--- src/rtl/spi_pkg.sv ---
// Shared constants and state encoding for the SPI master controller.
package spi_pkg;

    localparam int unsigned SPI_ADDR_W  = 7;
    localparam int unsigned SPI_DATA_W  = 8;
    localparam logic        SPI_RW_READ = 1'b1;

    typedef logic [2:0] spi_state_t;

    localparam spi_state_t ST_IDLE  = 3'd0;
    localparam spi_state_t ST_SETUP = 3'd1;
    localparam spi_state_t ST_ADDR  = 3'd2;
    localparam spi_state_t ST_TURN  = 3'd3;
    localparam spi_state_t ST_DATA  = 3'd4;
    localparam spi_state_t ST_HOLD  = 3'd5;
    localparam spi_state_t ST_GAP   = 3'd6;

endpackage

--- src/rtl/spi_sclk_gen.sv ---
// Half-period divider: emits a tick every CLK_DIV cycles while enabled and
// toggles sclk on ticks only while run is asserted.
module spi_sclk_gen #(
    parameter int unsigned CLK_DIV = 4
) (
    input  logic clk,
    input  logic reset,
    input  logic en,
    input  logic run,
    output logic sclk,
    output logic tick,
    output logic rise,
    output logic fall
);

    localparam int unsigned DW = (CLK_DIV > 1) ? $clog2(CLK_DIV) : 1;
    localparam logic [DW-1:0] DIV_LAST = DW'(CLK_DIV - 1);

    logic [DW-1:0] div;

    assign tick = en && (div == DIV_LAST);
    assign rise = tick && run && !sclk;
    assign fall = tick && run && sclk;

    always_ff @(posedge clk or posedge reset) begin
        if (reset) begin
            div  <= '0;
            sclk <= 1'b0;
        end else if (!en) begin
            div  <= '0;
            sclk <= 1'b0;
        end else begin
            div <= tick ? '0 : div + 1'b1;
            if (rise)
                sclk <= 1'b1;
            else if (fall)
                sclk <= 1'b0;
        end
    end

endmodule

--- src/rtl/spi_master_ctrl.sv ---
// Single-byte SPI read/write initiator (CPOL=0). Optional loopback capture
// is enabled by defining SPIM_LOOPBACK_EN.
module spi_master_ctrl
    import spi_pkg::*;
#(
    parameter int unsigned CLK_DIV   = 4,
    parameter int unsigned TURN_BITS = 1,
    parameter int unsigned CS_IDLE   = 1
) (
    input  logic                  clk,
    input  logic                  reset,
    input  logic                  start,
    input  logic                  rw,
    input  logic [SPI_ADDR_W-1:0] addr,
    input  logic [SPI_DATA_W-1:0] wdata,
    output logic [SPI_DATA_W-1:0] rdata,
    output logic                  busy,
    output logic                  done,
    output logic                  cs,
    output logic                  sclk,
    output logic                  mosi,
    input  logic                  miso
`ifdef SPIM_LOOPBACK_EN
    ,
    input  logic                  loopback
`endif
);

    localparam logic       HAS_TURN  = (TURN_BITS > 0);
    localparam logic [2:0] TURN_LAST = 3'((TURN_BITS > 0) ? TURN_BITS - 1 : 0);
    localparam int unsigned GAP_TICKS = 2 * CS_IDLE;
    localparam int unsigned GW = (GAP_TICKS > 1) ? $clog2(GAP_TICKS) : 1;
    localparam logic [GW-1:0] GAP_LAST = GW'(GAP_TICKS - 1);

    spi_state_t            state;
    logic [SPI_DATA_W-2:0] sr;
    logic [SPI_DATA_W-1:0] rx;
    logic [SPI_DATA_W-1:0] wdata_q;
    logic [SPI_DATA_W-1:0] data_first;
    logic                  rw_q;
    logic [3:0]            bit_cnt;
    logic [2:0]            turn_cnt;
    logic [GW-1:0]         gap_cnt;
    logic                  en, run, tick, rise, fall;
    logic                  cap_en, cap_bit;

    assign en  = (state != ST_IDLE);
    assign run = (state == ST_SETUP) || (state == ST_ADDR) ||
                 (state == ST_TURN)  || (state == ST_DATA);
    assign data_first = (rw_q == SPI_RW_READ) ? '0 : wdata_q;

`ifdef SPIM_LOOPBACK_EN
    assign cap_en  = loopback || (rw_q == SPI_RW_READ);
    assign cap_bit = loopback ? mosi : miso;
`else
    assign cap_en  = (rw_q == SPI_RW_READ);
    assign cap_bit = miso;
`endif

    spi_sclk_gen #(.CLK_DIV(CLK_DIV)) u_sclk_gen (
        .clk   (clk),
        .reset (reset),
        .en    (en),
        .run   (run),
        .sclk  (sclk),
        .tick  (tick),
        .rise  (rise),
        .fall  (fall)
    );

    // mosi always equals the current bit; sr holds the bits still to send.
    // Frame transitions happen on the fall that ends a frame's last high half.
    always_ff @(posedge clk or posedge reset) begin
        if (reset) begin
            state    <= ST_IDLE;
            cs       <= 1'b1;
            mosi     <= 1'b0;
            busy     <= 1'b0;
            done     <= 1'b0;
            rdata    <= '0;
            sr       <= '0;
            rx       <= '0;
            wdata_q  <= '0;
            rw_q     <= 1'b0;
            bit_cnt  <= '0;
            turn_cnt <= '0;
            gap_cnt  <= '0;
        end else begin
            done <= 1'b0;
            case (state)
                ST_IDLE: begin
                    if (start) begin
                        rw_q     <= rw;
                        wdata_q  <= wdata;
                        sr       <= {addr[SPI_ADDR_W-2:0], rw};
                        mosi     <= addr[SPI_ADDR_W-1];
                        cs       <= 1'b0;
                        busy     <= 1'b1;
                        bit_cnt  <= '0;
                        turn_cnt <= '0;
                        state    <= ST_SETUP;
                    end
                end
                ST_SETUP: begin
                    if (rise)
                        state <= ST_ADDR;
                end
                ST_ADDR: begin
                    if (fall) begin
                        if (bit_cnt == 4'd7) begin
                            bit_cnt <= '0;
                            if ((rw_q == SPI_RW_READ) && HAS_TURN) begin
                                sr    <= '0;
                                mosi  <= 1'b0;
                                state <= ST_TURN;
                            end else begin
                                sr    <= data_first[SPI_DATA_W-2:0];
                                mosi  <= data_first[SPI_DATA_W-1];
                                state <= ST_DATA;
                            end
                        end else begin
                            bit_cnt <= bit_cnt + 4'd1;
                            sr      <= {sr[SPI_DATA_W-3:0], 1'b0};
                            mosi    <= sr[SPI_DATA_W-2];
                        end
                    end
                end
                ST_TURN: begin
                    if (fall) begin
                        if (turn_cnt == TURN_LAST) begin
                            sr    <= data_first[SPI_DATA_W-2:0];
                            mosi  <= data_first[SPI_DATA_W-1];
                            state <= ST_DATA;
                        end else begin
                            turn_cnt <= turn_cnt + 3'd1;
                        end
                    end
                end
                ST_DATA: begin
                    if (rise && cap_en)
                        rx <= {rx[SPI_DATA_W-2:0], cap_bit};
                    if (fall) begin
                        if (bit_cnt == 4'd7) begin
                            bit_cnt <= '0;
                            mosi    <= 1'b0;
                            state   <= ST_HOLD;
                        end else begin
                            bit_cnt <= bit_cnt + 4'd1;
                            sr      <= {sr[SPI_DATA_W-3:0], 1'b0};
                            mosi    <= sr[SPI_DATA_W-2];
                        end
                    end
                end
                ST_HOLD: begin
                    // Two half-periods: the last bit's low half, then the hold itself.
                    if (tick) begin
                        if (bit_cnt == 4'd1) begin
                            bit_cnt <= '0;
                            cs      <= 1'b1;
                            done    <= 1'b1;
                            if (cap_en)
                                rdata <= rx;
                            gap_cnt <= '0;
                            state   <= ST_GAP;
                        end else begin
                            bit_cnt <= bit_cnt + 4'd1;
                        end
                    end
                end
                ST_GAP: begin
                    if (tick) begin
                        if (gap_cnt == GAP_LAST) begin
                            busy  <= 1'b0;
                            state <= ST_IDLE;
                        end else begin
                            gap_cnt <= gap_cnt + 1'b1;
                        end
                    end
                end
                default: state <= ST_IDLE;
            endcase
        end
    end

endmodule

--- config.mk ---
export PLATFORM = sky130hd
export DESIGN_NAME = spi_master_ctrl
export DESIGN_NICKNAME = d
export VERILOG_FILES = /design/src/rtl/spi_pkg.sv /design/src/rtl/spi_sclk_gen.sv /design/src/rtl/spi_master_ctrl.sv
export SDC_FILE = /design/constraint.sdc
export NUM_CORES = 1
export LEC_CHECK = 0
export CORE_ASPECT_RATIO = 0.7
export CORE_UTILIZATION = 35
export DETAILED_ROUTE_END_ITERATION = 16
export HOLD_SLACK_MARGIN = 0.1
export PLACE_DENSITY = 0.64
export SYNTH_ARGS = -nofsm -noshare
export SYNTH_HDL_FRONTEND = slang
export SYNTH_SLANG_ARGS = --single-unit
--- constraint.sdc ---
create_clock -name clk -period 2.28 [get_ports clk]
set_input_delay 0.57 -clock clk [delete_from_list [all_inputs] [get_ports clk]]
set_output_delay 0.57 -clock clk [all_outputs]
set_load 0.02 [all_outputs]
==> qor.yml <==
cts_resized: 0
skew_ns: 0.00967
cts_max_level: 2
crit_arrival_ns: 2.24
synth.cell_area_um2: 2460
start_util: 0.363
gp_congestion: 0.762
area_growth_syn_to_layout_pct: 24.0
drv_cap: 0
multi_input_area_um2: 1090
crit_buf_inv: 0
required_ns: 2.47
ant_nets: 0
synth_edf_count: 0
hold_buffers: 0
synth_nets: 256
swShare: 0.210
avgSynthCellArea_um2: 10.7
start_kind: "register"
synth_seq_cells: 50
antenna_found_initial: 0
wirelength_mm: 5.03
io_buffer_count: 32
ys_async_sr_fraction: 1.00
cp_max_fo: 12
slowest_delay_ns: 0.58
drt_iter0_markers: 118
setup_tns_ns: 0
p_leak_nw: 1.41
power_frac_comb: 0.036
critical_path.cell_chain: "and2b_1, a21oi_4, o21bai_1, nor2_1, mux2_2"
hpwlAfterDp_mm: 3.58
tightestPinTransition_ns: 0.487
post-cts-setup-buffers: 0
synthCells: 231
die_w_um: 102
die_h_um: 72.2
wire_per_inst_um: 13.7
drive_gt1_frac: 0.180
fin_crit_sh: 0.898
viasPerCell: 5.02
cpLargestDelayFamily: "flip-flops"
boundaryPins: 33
synth_cell_types: 54
ys_seq_area_frac: 0.509
drc_errors: 0
antennaDiodeCount: 0
ys_warn_count: 0
pwr-share-seq: 0.561
clock.fmax_mhz: 488
nFillCells: 670
cts_buffer_depth: 2
slowest_stage: "dfrtp_1"
die_area_um2: 7380
cts_sinks: 50
p_clk_frac: 0.403
core_area_um2: 6790
layout_commonest_cell: "dfrtp_1"
grt_remaining_overflow: 0
final_nets: 296
maxSlewViolCount: 0
period_minus_slack_ns: 2.05
relSlewSlack: 0.674
clk_latency_ns: 0.31
grtUsageTotal: 0.157
hold_class: "reg2reg"
hold_ws_ns: 0.442
ir_drop_uv: 243
rows: 25
layout_common_cells: "49 x dfrtp_1, 38 x nand2_1, 32 x clkdlybuf4s50_1"
rsz0062_at_grt: "no"
firstDrtPassIters: 4
critical_path_class: "reg2reg"
tritoncts: "done"
power.internal_mw: 1.25
end_kind: "register"
synth_flop_cell: "dfrtp_1"
via_count: 1837
clkTransAtPathRegs_ns: 0.09
regArea_um2: 1250
grt_pass1_wl_mm: 8.89
grt_pass1_vias: 1831
grt_max_degree: 51
hold_viol: 0
cts_buffers: 5
finalSetupViolations: 0
power_density_nw_per_um2: 518
root_buffer: "clkbuf_8"
switchingPower_uw: 332
status: "complete, no violations"
## cells by family after synthesis
| group | count (synthesis) | synth area share |
|---|---|---|
| simple gates | 82 | 0.167 |
| fa+ha+maj | 5 | 0.0254 |
| flops | 50 | 0.509 |
| buf+inv | 25 | 0.0467 |
| compound gates | 41 | 0.129 |
| xor+xnor | 2 | 0.00712 |
| mux | 26 | 0.116 |
## final timing paths
check	end	slack, ns	from	cells past startpoint
setup / recovery	state[0]	0.23	state[2]	5
hold / removal	u_sclk_gen.div[0]	0.44	u_sclk_gen.div[0]	1
setup reg to reg	state[0]	0.23	state[2]	5
hold reg to reg	u_sclk_gen.div[0]	0.44	u_sclk_gen.div[0]	1
max in group asynchronous	cs	1.39	reset	3
min in group asynchronous	rx[3]	0.61	reset	3
## Yosys cell counts, drive strengths merged, types with 2 or more instances
master	number	share of area
dfrtp	49	0.50
nand2	38	0.058
mux2	20	0.091
inv	15	0.025
o21ai	10	0.022
a21oi	8	0.021
nor2	7	0.011
nor2b	7	0.018
a222oi	6	0.024
buf	6	0.016
mux2i	6	0.024
nor3	6	0.012
ha	5	0.025
and3	4	0.010
clkbuf	4	0.0061
nand2b	4	0.010
nand3	3	0.0061
nor4bb	2	0.0081
## sequential cells by signal (all words and copies together), names as in the netlist
name,count
wdata_q,8
bit_cnt,4
rx,8
busy,1
u_sclk_gen.sclk,1
u_sclk_gen.div,2
sr,7
mosi,1
cs,1
turn_cnt,3
done,1
gap_cnt,1
rdata,8
cap_en,1
state,3
## power by group through the flow
stage / clock network, mW / logic, mW / registers [mW]
final: 0.637 / 0.0568 / 0.888
after global placement: 0 / 0.0585 / 0.905
after floorplan: 0 / 0.0147 / 0.905
after detailed placement: 0 / 0.0587 / 0.905
after global routing: 0.690 / 0.0635 / 0.888
after CTS: 0.656 / 0.0588 / 0.888
## stage by stage
| step | worst slack, ns | instance area (µm²) | std cells | util | total power, mW |
|---|---|---|---|---|---|
| 2_1_floorplan | 0.449 | 2460 | 231 | - | 0.920 |
| 3_3_place_gp | 0.194 | 2940 | 358 | 0.433 | 0.964 |
| 3_5_place_dp | 0.130 | 2940 | 358 | 0.433 | 0.964 |
| 4_1_cts | 0.221 | 3050 | 366 | 0.450 | 1.60 |
| 5_1_grt | 0.0749 | 3050 | 366 | 0.450 | 1.64 |
| 6_report | 0.233 | 3050 | 366 | 0.450 | 1.58 |
## layer usage
layer / wire length [µm] / GRT usage
met2: 2140 / 0.238
met4: 76 / 0.0524
met3: 204 / 0.0356
met1: 2610 / 0.222
met5: 0 / 0
## worst register-to-register path, cell delays in order, from the launching register on
cell	delay [ns]
dfrtp_1	0.58
and2b_1	0.30
a21oi_4	0.29
o21bai_1	0.20
nor2_1	0.20
mux2_2	0.36
## cell type report
class | count | area share
Sequential cell | 50 | 0.410
Inverter | 15 | 0.0201
Clock buffer | 5 | 0.0225
Tap cell | 94 | 0.0385
Multi-Input combinational cell | 156 | 0.358
Timing Repair Buffer | 43 | 0.136
Clock inverter | 3 | 0.0143
No activity file was read; power rests on OpenSTA's default activity.
